[src/rtl/pcileech_com_tx_arb.sv]
// Round-robin arbiter and 8-word packer for the upstream com_din path.
// Requesters offer 32-bit words over valid/ready. Accepted words are packed
// into 256-bit beats. A partial beat is padded and flushed after an idle timeout.
module pcileech_com_tx_arb #(
  parameter int          NUM_REQ       = 4,
  parameter int          MAX_BURST     = 16,
  parameter int          FLUSH_TIMEOUT = 32,
  parameter logic [31:0] PAD_WORD      = 32'h66665555
) (
  input  logic                    clk,
  input  logic                    rst,
  input  logic [NUM_REQ*32-1:0]   req_data,
  input  logic [NUM_REQ-1:0]      req_valid,
  output logic [NUM_REQ-1:0]      req_ready,
  output logic [255:0]            com_din,
  output logic                    com_din_wr_en,
  input  logic                    com_din_ready,
  output logic [2:0]              grant_id,
  output logic [31:0]             stat_beats
);

  localparam logic [9:0] TMO_LAST   = 10'(FLUSH_TIMEOUT - 1);
  localparam logic [7:0] BURST_LAST = 8'(MAX_BURST - 1);
  localparam logic [2:0] LAST_REQ   = 3'(NUM_REQ - 1);

  typedef enum logic [0:0] {ST_ARB = 1'b0, ST_GRANT = 1'b1} state_t;

  state_t        r_state;
  logic [2:0]    r_grant_id;
  logic          r_first;
  logic [7:0]    r_burst;
  logic [3:0]    r_count;
  logic [9:0]    r_tmo;
  logic [31:0]   r_pack [8];
  logic [255:0]  r_com_din;
  logic          r_wr_en;
  logic [31:0]   r_stat_beats;

  logic          w_full;
  logic          w_partial;
  logic          w_beat_wr;
  logic          w_tmo_flush;
  logic          w_gnt_valid;
  logic [31:0]   w_gnt_data;
  logic          w_accept;
  logic          w_burst_last;
  logic [2:0]    w_start;
  logic          w_found;
  logic [2:0]    w_pick;
  logic [255:0]  w_full_beat;
  logic [255:0]  w_pad_beat;
  logic [NUM_REQ-1:0] w_req_ready;

  assign w_full       = (r_count == 4'd8);
  assign w_partial    = (r_count != 4'd0) && !w_full;
  assign w_beat_wr    = w_full && com_din_ready;
  // A timed-out partial beat is written only when the sink can take it.
  assign w_tmo_flush  = w_partial && (r_tmo == TMO_LAST) && com_din_ready;
  assign w_accept     = (r_state == ST_GRANT) && w_gnt_valid && !w_full && !w_tmo_flush;
  assign w_burst_last = (r_burst == BURST_LAST);

  // Select the granted requester's valid/data and drive its ready.
  always_comb begin
    w_gnt_valid = 1'b0;
    w_gnt_data  = 32'd0;
    w_req_ready = '0;
    for (int i = 0; i < NUM_REQ; i++) begin
      if (r_grant_id == 3'(i)) begin
        w_gnt_valid    = req_valid[i];
        w_gnt_data     = req_data[32*i +: 32];
        w_req_ready[i] = (r_state == ST_GRANT) && !w_full && !w_tmo_flush;
      end else begin
        w_req_ready[i] = 1'b0;
      end
    end
  end

  // Round-robin search: first valid at or after the start index, then wrap below it.
  always_comb begin
    if (r_first) begin
      w_start = 3'd0;
    end else if (r_grant_id == LAST_REQ) begin
      w_start = 3'd0;
    end else begin
      w_start = r_grant_id + 3'd1;
    end
    w_found = 1'b0;
    w_pick  = 3'd0;
    for (int i = 0; i < NUM_REQ; i++) begin
      w_pick  = (!w_found && req_valid[i] && (3'(i) >= w_start)) ? 3'(i) : w_pick;
      w_found = w_found | (req_valid[i] && (3'(i) >= w_start));
    end
    for (int i = 0; i < NUM_REQ; i++) begin
      w_pick  = (!w_found && req_valid[i] && (3'(i) < w_start)) ? 3'(i) : w_pick;
      w_found = w_found | (req_valid[i] && (3'(i) < w_start));
    end
  end

  // Assemble the full beat and the padded beat from the pack registers.
  always_comb begin
    for (int k = 0; k < 8; k++) begin
      w_full_beat[32*k +: 32] = r_pack[k];
      w_pad_beat[32*k +: 32]  = (4'(k) < r_count) ? r_pack[k] : PAD_WORD;
    end
  end

  // Packing, beat writes, idle timeout and beat statistics.
  always_ff @(posedge clk) begin
    if (rst) begin
      r_count      <= 4'd0;
      r_tmo        <= 10'd0;
      r_com_din    <= 256'd0;
      r_wr_en      <= 1'b0;
      r_stat_beats <= 32'd0;
      for (int k = 0; k < 8; k++) begin
        r_pack[k] <= 32'd0;
      end
    end else begin
      if (w_beat_wr) begin
        r_com_din    <= w_full_beat;
        r_wr_en      <= 1'b1;
        r_count      <= 4'd0;
        r_stat_beats <= r_stat_beats + 32'd1;
      end else if (w_tmo_flush) begin
        r_com_din    <= w_pad_beat;
        r_wr_en      <= 1'b1;
        r_count      <= 4'd0;
        r_stat_beats <= r_stat_beats + 32'd1;
      end else if (w_accept) begin
        r_pack[r_count[2:0]] <= w_gnt_data;
        r_count              <= r_count + 4'd1;
        r_wr_en              <= 1'b0;
      end else begin
        r_wr_en <= 1'b0;
      end

      if (w_accept || w_beat_wr || w_tmo_flush) begin
        r_tmo <= 10'd0;
      end else if (w_partial && (r_tmo != TMO_LAST)) begin
        r_tmo <= r_tmo + 10'd1;
      end else begin
        r_tmo <= r_tmo;
      end
    end
  end

  // Arbitration state machine: one ARB cycle per tenure, burst-limited GRANT.
  always_ff @(posedge clk) begin
    if (rst) begin
      r_state    <= ST_ARB;
      r_grant_id <= 3'd0;
      r_first    <= 1'b1;
      r_burst    <= 8'd0;
    end else begin
      case (r_state)
        ST_ARB: begin
          if (w_found) begin
            r_grant_id <= w_pick;
            r_burst    <= 8'd0;
            r_first    <= 1'b0;
            r_state    <= ST_GRANT;
          end else begin
            r_state <= ST_ARB;
          end
        end
        ST_GRANT: begin
          if (!w_gnt_valid) begin
            r_state <= ST_ARB;
          end else if (w_accept) begin
            r_burst <= r_burst + 8'd1;
            r_state <= w_burst_last ? ST_ARB : ST_GRANT;
          end else begin
            r_state <= ST_GRANT;
          end
        end
        default: begin
          r_state <= ST_ARB;
        end
      endcase
    end
  end

  assign req_ready     = w_req_ready;
  assign com_din       = r_com_din;
  assign com_din_wr_en = r_wr_en;
  assign grant_id      = r_grant_id;
  assign stat_beats    = r_stat_beats;

endmodule

[config.mk]
export PLATFORM = sky130hd
export DESIGN_NAME = pcileech_com_tx_arb
export DESIGN_NICKNAME = d
export VERILOG_FILES = /design/src/rtl/pcileech_com_tx_arb.sv
export SDC_FILE = /design/constraint.sdc
export NUM_CORES = 1
export LEC_CHECK = 0
export ABC_AREA = 0
export BUFFER_PORTS_ARGS = -buffer_cell sky130_fd_sc_hd__buf_2
export CELL_PAD_IN_SITES_DETAIL_PLACEMENT = 1
export CELL_PAD_IN_SITES_GLOBAL_PLACEMENT = 1
export CORE_MARGIN = 2
export CORE_UTILIZATION = 38
export DETAILED_ROUTE_END_ITERATION = 10
export PLACE_DENSITY_LB_ADDON = 0.1
export REMOVE_ABC_BUFFERS = 1
export SYNTH_ARGS = -nofsm -noshare
export SYNTH_HDL_FRONTEND = slang
export SYNTH_SLANG_ARGS = --single-unit
[constraint.sdc]
create_clock -name clk -period 4.7 [get_ports clk]
set_clock_uncertainty 0.15 [all_clocks]
set_input_delay 0.47 -clock clk [delete_from_list [all_inputs] [get_ports clk]]
set_output_delay 0.47 -clock clk [all_outputs]
set_load 0.01 [all_outputs]
==> impl_metrics.ini, run 1 <==
[synthesis]
ys_ff_latch = 571
syn-instance-count = 2281
ys_warn_count = 0
synth_ff_type = dfxtp_1
synth_top_cell_by_area = edfxtp_1
synth_top_area_share_pct = 34.3
synth-seq-area-share_pct = 62.5
ys_types = 56
syn_area_mm2 = 0.0224
synthArstFlopShare_pct = 0
ys_top_cells_by_area = edfxtp_1 (34%), dfxtp_1 (28%), nor2_1 (7.1%)
synth_common_cells = nor2_1 (425), dfxtp_1 (315), nor3_1 (278)
synth.avg_cell_area_um2 = 9.82
synth_enable_flop_cells = 256
synth.most_common_cell = nor2_1

[setup_path]
required_ns = 4.86
critPathKind = reg2reg
cp_cell_sequence = inv_1 > ha_1 > nor2b_1 > nand2_1 > o211a_1 > nand3_1 > o21ai_4 > buf_12
critPathMaxFanout = 20
slowest_stage = o21ai_4
end_kind = register
r2r_setup_slack_ns = 0.82
start_kind = register
max_stage_delay_ns = 0.68
critPathArrivalTime_ns = 4.04

[final_layout]
area_growth_syn_to_layout_pct = 22.6
fin_cells = 3480
utilization_pct = 47.3
fillers = 6575
nets = 2806
drive_gt1_share_pct = 22.8
postLayoutCellArea_mm2 = 0.0274

[global_route]
gr-total-overflow = 0
grt_max_degree = 131
globalRouteTotalUtil_pct = 24.7
grt_pass1_wl_um = 114000
first_global_vias = 18890
antenna_found_initial = 2

[place]
place_inst = 3365
port_buffers = 429
placed_area_mm2 = 0.0255
routabilityCongestion = 0.848
place_hpwl_um = 51000

[detailed_routing]
drt_wl_total_um = 76600
routedWlPerCell_um = 22.0
drt-pass1-iter-count = 5
drt_iter0_drc = 1126
vias = 18796
vias_per_cell = 5.40
drc = 0
postRouteAntennaNets = 0

[power]
powerDensity_mw_per_mm2 = 404
leakage_uw = 0.0105
pwr-share-comb_pct = 9.5
clkPwrFrac_pct = 42.3
irDropWorstVdd_v = 0.000274
pwr-share-seq_pct = 48.1
switching_power_uw = 2780
p_int_uw = 8310
switching_share_pct = 25.1

[cts]
cts_hold_buf = 0
cts_root_buf = clkbuf_16
cts_buffers = 60
cts_resized = 0
clk_pin_slew_ns = 0.06
clock_path_buffers = 3
insertion_delay_ns = 0.61
cts_sinks = 571
htree_levels = 2
cts_tree = built
cts_setup_buffers = 0

[floorplanning]
initial_core_util_pct = 38.6
design.core.area_mm2 = 0.0580
fp.dieH_um = 247
io_pins = 431
dieArea_mm2 = 0.0609
die_w_um = 247
rows = 88

[timing]
setup_viol = 0
min_period_over_period_pct = 82.6
period_needed_ns = 3.88
rsz0062_at_grt = no
max_freq_ghz = 0.258
finalMaxSlewViolations = 0
worst_pin_slew_ns = 1.11
finalHoldViolCount = 0
slew_headroom_pct = 26.0

[flow_run]
max_cap_violations = 0

[min_path]
hold_class = in2reg

[run_status]
outcome = finished clean
-- layout by cell type (no fill, tap or decap), drive strengths merged, types with 11 or more instances in the layout --
master and count:
nor3b 21, nor3 278, or3 11, nand4 18, a221oi 33, or4 15
buf 505, dfxtp 315, nand3 147, nor2 425, nor2b 74, nand2 160
inv 12, clkbuf 95, o31ai 15, a21oi 192, edfxtp 256, o21ai 23
clkinv 11
-- per-stage QoR --
step	hold slack (ns)	setup WS, ns	TNS (ns)	power, µW
after global routing	0.121	0.528	0	11500
final	0.0997	0.817	0	11100
after floorplan	0.296	-4.88	-1260.25	5840
after detailed placement	0.293	0.831	0	6500
after global placement	0.289	1.04	0	6470
after CTS	0.0627	0.826	0	11200
-- kinds of logic (layout without fill, tap and decap cells) --
family | after synthesis | count (layout) | synth area share, %
AOI/OAI and AO/OA | 303 | 303 | 8.06
xor gates and xnor gates | 9 | 9 | 0.352
adders and majority gates | 9 | 9 | 0.503
buffers and inverters | 198 | 630 | 3.68
DFF | 571 | 571 | 62.5
muxes | 8 | 8 | 0.391
other | 1 | 3 | 0.0167
and+or+nand+nor | 1182 | 1182 | 24.5
-- state kept, by name (all words and copies together), names as in the netlist --
name           count
com_din          256
com_din_wr_en      1
grant_id           2
r_burst            8
r_count            4
r_first            1
r_pack           256
r_state            1
r_tmo             10
stat_beats        32
-- per-layer routing --
layer	GRT usage, %	vias up	part of all wire [%]	wire length (µm)
met5	0	-	0	0
met4	7.67	0	2.7	2070
met3	3.64	110	5.1	3880
met2	42.3	496	49	37500
met1	32.3	9396	43	33200
li1	-	8794	-	-
-- path summary, 6_finish.rpt --
check	from	endpoint	depth (start not counted)
setup / recovery	r_count[1]	r_pack[3][17]	8
hold / removal	req_valid[0]	grant_id[0]	4
setup reg to reg	r_count[1]	r_pack[3][17]	8
hold reg to reg	com_din[73]	com_din[73]	2
-- layout make-up --
| class | count | area, µm² | area share, % |
|---|---|---|---|
| clock buffers | 95 | 1730 | 6.32 |
| well taps | 765 | 957 | 3.49 |
| flip-flops and latches | 571 | 14000 | 51.0 |
| inverters | 12 | 45.0 | 0.164 |
| repair buffers | 505 | 2800 | 10.2 |
| multi-input cells | 1512 | 7700 | 28.1 |
| diodes | 2 | 5.00 | 0.0182 |
| clock inverters | 18 | 206 | 0.752 |
-- worst max-delay path: cells and delay by family (launching register included) --
kind | cells | cell delay (ns)
AOI/OAI and AO/OA | 2 | 1.22
adders and majority gates | 1 | 0.28
buffers and inverters | 2 | 0.43
DFF | 1 | 0.65
and+or+nand+nor | 3 | 0.84
-- power by group through the flow --
stage | Clock (µW) | Combinational [µW] | Sequential (µW)
floorplan | 0 | 400 | 5440
global placement | 0 | 1030 | 5440
detailed placement | 0 | 1060 | 5440
CTS | 4790 | 1060 | 5340
global route | 5020 | 1110 | 5350
finish | 4700 | 1050 | 5340
No activity file was read; power rests on OpenSTA's default activity.
==> run 2: changes to the inputs <==
--- a/config.mk
+++ b/config.mk
@@ -5,12 +5,12 @@
 export SDC_FILE = /design/constraint.sdc
 export NUM_CORES = 1
 export LEC_CHECK = 0
-export ABC_AREA = 0
+export ABC_AREA = 1
 export BUFFER_PORTS_ARGS = -buffer_cell sky130_fd_sc_hd__buf_2
 export CELL_PAD_IN_SITES_DETAIL_PLACEMENT = 1
 export CELL_PAD_IN_SITES_GLOBAL_PLACEMENT = 1
 export CORE_MARGIN = 2
-export CORE_UTILIZATION = 38
+export CORE_UTILIZATION = 42
 export DETAILED_ROUTE_END_ITERATION = 10
 export PLACE_DENSITY_LB_ADDON = 0.1
 export REMOVE_ABC_BUFFERS = 1
==> constraint.sdc (replaced) <==
create_clock -name clk -period 3.7 [get_ports clk]
set_clock_uncertainty 0.15 [all_clocks]
set_input_delay 0.37 -clock clk [delete_from_list [all_inputs] [get_ports clk]]
set_output_delay 0.37 -clock clk [all_outputs]
set_load 0.01 [all_outputs]
==> run 2 against run 1 <==
- global-route usage is 2.7 points higher
- critical path type is now reg2out
- wire length grew 1.8%
- sequential cell count is the same
- clock power grew 21%
- sequential share of layout area shrank 0.23 points
- first-iteration DRC count shrank 0.36%
- final area up 0.44%
- largest power group unchanged
- synthesized cell count is 11% higher
==> impl_metrics.ini, run 2 <==
[run_status]
outcome = finished clean

[final_layout]
final_cell_mix = nand2_1 (738), buf_2 (429), nor2_1 (375)
area_growth_syn_to_layout_pct = 21.6
drive_gt1_share_pct = 22.3
nets = 3073
layout_commonest_cell = nand2_1

[place]
port_buffers = 429
place_hpwl_um = 55000
routabilityCongestion = 0.900

[synthesis]
synth_top_cell_by_area = edfxtp_1
synth.most_common_cell = nand2_1
synth_ff_type = dfxtp_1
syn-instance-count = 2529
synth_enable_flop_cells = 256
synth_common_cells = nand2_1 (743), nor2_1 (378), o21ai_0 (324)
synth-seq-area-share_pct = 61.7
ys_top_cells_by_area = edfxtp_1 (34%), dfxtp_1 (28%), nand2_1 (12%)
synthArstFlopShare_pct = 0
ys_warn_count = 0
synth.avg_cell_area_um2 = 8.96
syn_area_mm2 = 0.0227
synth_top_area_share_pct = 33.9
ys_ff_latch = 571
ys_types = 33

[timing]
finalHoldViolCount = 0
period_needed_ns = 3.28
min_period_over_period_pct = 88.6
max_freq_ghz = 0.305
setup_viol = 0
finalMaxSlewViolations = 0
fin_setup_tns_ns = 0
worst_pin_slew_ns = 1.05
slew_headroom_pct = 29.8
rsz0062_at_grt = no
hold_ws_ns = 0.0705

[detailed_routing]
routedWlPerCell_um = 21.2
drc = 0
drt-pass1-iter-count = 5
postRouteAntennaNets = 0
vias = 19181
drt_wl_total_um = 77900
vias_per_cell = 5.22
drt_iter0_drc = 1122

[cts]
cts_resized = 0
htree_levels = 2
cts_root_buf = clkbuf_16
cts_tree = built
clk_pin_slew_ns = 0.06
cts_setup_buffers = 0
clock_path_buffers = 3
cts_hold_buf = 0
insertion_delay_ns = 0.61
cts_sinks = 571
cts_buffers = 58

[power]
powerDensity_mw_per_mm2 = 505
switching_power_uw = 3640
pwr-share-comb_pct = 10.3
irDropWorstVdd_v = 0.000326
pwr-share-seq_pct = 48.6
switching_share_pct = 26.2
fin_total_pwr_uw = 13900
p_int_uw = 10300
clkPwrFrac_pct = 41.1
leakage_uw = 0.0114

[floorplanning]
rows = 85
io_pins = 431
die_w_um = 236
initial_core_util_pct = 42.3
design.core.area_mm2 = 0.0536
fp.dieH_um = 236
dieArea_mm2 = 0.0558

[setup_path]
critPathBufInv = 4
critPathKind = reg2out
critPathArrivalTime_ns = 2.76
end_kind = output port
cp_cell_sequence = inv_1 > ha_1 > nand3_1 > inv_1 > nor2_1 > a21boi_1 > inv_1 > nor2_1 > buf_2
slowest_stage = dfxtp_1
critPathMaxFanout = 7
max_stage_delay_ns = 0.43
required_ns = 3.18
cp_top_family = buffers and inverters
path_common_cell = inv_1
start_kind = register

[global_route]
grt_max_degree = 90
gr-total-overflow = 0
globalRouteTotalUtil_pct = 27.5
antenna_found_initial = 2
first_global_vias = 19860
grt_pass1_wl_um = 118000

[flow_run]
max_cap_violations = 0

[min_path]
hold_class = in2reg
[run 2: cell count changes in the layout (fill, tap and decap cells not counted), moves of 20 or more]
cell	before	now
o21ai_0	17	294
nand2_1	159	738
o21ai_2	0	23
nor3b_1	21	1
nand3_1	147	39
inv_1	11	59
a221oi_1	33	0
nor2b_1	74	0
a21oi_1	191	87
nor2_1	425	375
nor3_1	278	64
nor3_2	0	39
[run 2: tightest hold or removal path: stages]
cell	delay, ns
buf_2	0.14
nand3_1	0.08
nand2_1	0.05
nand2_1	0.07
a21oi_1	0.06
[run 2: per-layer routing]
metal	track usage [%]	up-vias	wire length, µm
met1	34.6	9412	32800
met4	7.84	0	2100
met3	4.96	107	4260
li1	-	9132	-
met2	48.2	530	38700
met5	0	-	0
[run 2: path summary, 6_finish.rpt]
path                                    from            end  slack (ns)  depth (start not counted)
worst max-delay path              r_count[0]   req_ready[3]        0.42                          9
worst min-delay path            req_valid[1]    grant_id[0]        0.07                          5
worst max register to register    r_count[0]  r_pack[4][26]        0.68                          9
worst min register to register  com_din[155]   com_din[155]        0.30                          2
[run 2: stage by stage]
stage,area [µm²],utilization [%],setup WS [ns],cells
finish,27600,51.4,0.423,3674
global route,27600,51.4,0.227,3673
CTS,27600,51.4,0.400,3673
detailed placement,25700,48.0,0.656,3565
global placement,25700,48.0,0.826,3565
floorplan,22000,-,-1.73,2380
[run 2: power groups by stage]
stage               clock network (µW)  logic (µW)  registers [µW]
finish                            5710        1440            6760
global route                      6050        1530            6770
CTS                               5800        1440            6760
detailed placement                   0        1440            6900
global placement                     0        1420            6890
floorplan                            0         577            6880
[run 2: cell families after synthesis]
| kind of cell | share of synthesized area, % |
|---|---|
| and+or+nand+nor | 23.8 |
| DFF | 61.7 |
| xor gates and xnor gates | 0.773 |
| adders and majority gates | 0.497 |
| AOI/OAI and AO/OA | 9.26 |
| other | 0.0165 |
| buffers and inverters | 3.93 |
[run 2: final cells by class]
cell class              instances  area [µm²]
clock buffers                  84        1630
clock inverters                24         201
well taps                     696         871
multi-input cells            1744        7940
inverters                      65         246
diodes                          1        2.50
repair buffers                489        2690
fillers                      6330       26000
flip-flops and latches        571       14000
==> run 3: changes to the inputs <==
--- a/config.mk
+++ b/config.mk
@@ -6,13 +6,14 @@
 export NUM_CORES = 1
 export LEC_CHECK = 0
 export ABC_AREA = 1
+export ABC_CLOCK_PERIOD_IN_PS = 3700
 export BUFFER_PORTS_ARGS = -buffer_cell sky130_fd_sc_hd__buf_2
 export CELL_PAD_IN_SITES_DETAIL_PLACEMENT = 1
 export CELL_PAD_IN_SITES_GLOBAL_PLACEMENT = 1
 export CORE_MARGIN = 2
 export CORE_UTILIZATION = 42
 export DETAILED_ROUTE_END_ITERATION = 10
-export PLACE_DENSITY_LB_ADDON = 0.1
+export PLACE_DENSITY = 0.82
 export REMOVE_ABC_BUFFERS = 1
 export SYNTH_ARGS = -nofsm -noshare
 export SYNTH_HDL_FRONTEND = slang
==> run 3 against run 2 <==
- worst setup slack lost 0.13 ns
- critical path depth increased by 1
- register-to-register slack worse by 0.35 ns
- final area is 0.33% higher
- clock power is 4.6% higher
- worst hold slack got worse by 0.023 ns
- total power is 1.6% higher
- combinational power decreased by 3%
- largest power group unchanged
==> impl_metrics.ini, run 3 (synthesized netlist as in run 2, its figures left out) <==
[run_status]
outcome = finished clean

[timing]
rsz0062_at_grt = no
period_needed_ns = 3.40
finalHoldViolCount = 0
setup_viol = 0
setup_slack_ns = 0.297
worst_pin_slew_ns = 1.19
finalMaxSlewViolations = 0
min_period_over_period_pct = 92.0
fin_setup_tns_ns = 0
slew_headroom_pct = 20.2
max_freq_ghz = 0.294

[cts]
cts_buffers = 57
htree_levels = 2
clock_path_buffers = 3
cts_tree = built
insertion_delay_ns = 0.62
clk_pin_slew_ns = 0.06
cts_setup_buffers = 0
cts_root_buf = clkbuf_16
cts_sinks = 571

[detailed_routing]
routedWlPerCell_um = 22.6
drt_iter0_drc = 1383
vias_per_cell = 5.39
drt-pass1-iter-count = 5
vias = 19821
drt_wl_total_um = 83000
postRouteAntennaNets = 0
drc = 0

[power]
irDropWorstVdd_v = 0.000371
leakage_uw = 0.0114
fin_total_pwr_uw = 14100
powerDensity_mw_per_mm2 = 511

[setup_path]
critPathBufInv = 5
cp_top_family = buffers and inverters
critPathMaxFanout = 10
r2r_setup_slack_ns = 0.33
start_kind = register
critPathArrivalTime_ns = 2.88
max_stage_delay_ns = 0.45
required_ns = 3.18
critPathKind = reg2out
slowest_stage = dfxtp_1
path_common_cell = inv_1
cp_cell_sequence = inv_1 > ha_1 > nand3_1 > inv_1 > nor2_1 > a21boi_1 > buf_4 > inv_1 > nor2_1 > buf_2
crit_path_start = r_count[0]
rr_startpoint = r_count[0]
end_kind = output port

[flow_run]
max_cap_violations = 0

[place]
placed_area_mm2 = 0.0257
routabilityCongestion = 0.894
port_buffers = 429
place_hpwl_um = 58100
place_ws_ns = 0.261
place_inst = 3563

[global_route]
gr-total-overflow = 0
globalRouteTotalUtil_pct = 29.0
antenna_found_initial = 2
grt_max_degree = 111
grt_pass1_wl_um = 123000
first_global_vias = 20573

[final_layout]
drive_gt1_share_pct = 22.3
fin_cells = 3674
nets = 3071
area_growth_syn_to_layout_pct = 22.0
layout_commonest_cell = nand2_1
postLayoutCellArea_mm2 = 0.0277
final_cell_mix = nand2_1 (738), buf_2 (429), nor2_1 (376)

[floorplanning]
fp.dieH_um = 236
rows = 85
design.core.area_mm2 = 0.0536
die_w_um = 236
dieArea_mm2 = 0.0558
io_pins = 431
initial_core_util_pct = 42.3

[min_path]
worstHoldStart = req_valid[1]
hold_class = in2reg
==> run 3: where the power goes <==
group          total, µW  leakage, µW  internal, µW  switching [µW]
sequential          6760      0.00518          6710            50.8
clock               5970     0.000960          3450            2530
combinational       1400      0.00526           297            1100
==> run 3: timing repair <==
action	4_1_cts	5_1_grt
endpoints found under the setup margin	0	41
endpoints found under the hold margin	4	0
hold buffers	1	0
resized for setup	0	1
==> run 3: worst reg2reg max path: cells and delay by family (launching register included) <==
family	cells	cell delay (ns)
fa+ha+maj	1	0.31
buf+inv	1	0.24
flops	1	0.37
simple gates	8	1.86
==> run 3: stage by stage <==
| step | hold WS, ns | util, % |
|---|---|---|
| 2_1_floorplan | 0.289 | - |
| 6_report | 0.0480 | 51.6 |
| 3_3_place_gp | 0.286 | 47.9 |
| 3_5_place_dp | 0.294 | 47.9 |
| 4_1_cts | 0.0234 | 51.6 |
| 5_1_grt | 0.0823 | 51.6 |
==> run 3: routing by layer <==
metal | share of wire, % | up-vias | track usage (%)
met2 | 49 | 751 | 50.8
met5 | 0 | - | 0
met4 | 5.6 | 0 | 15.2
met3 | 7.0 | 222 | 6.19
met1 | 38 | 9713 | 33.3
li1 | - | 9135 | -
==> run 3: final cells by class <==
cell class,count,area [µm²]
fillers,6360,25900
flip-flops and latches,571,14000
multi-input cells,1744,7920
repair buffers,488,2680
clock buffers,84,1680
well taps,696,871
clock inverters,24,263
inverters,65,246
diodes,2,5.00
==> run 3: path summary, 6_finish.rpt <==
kind | cells past startpoint | endpoint
max | 10 | req_ready[2]
min | 5 | grant_id[0]
max reg2reg | 10 | r_pack[4][13]
min reg2reg | 2 | com_din[39]
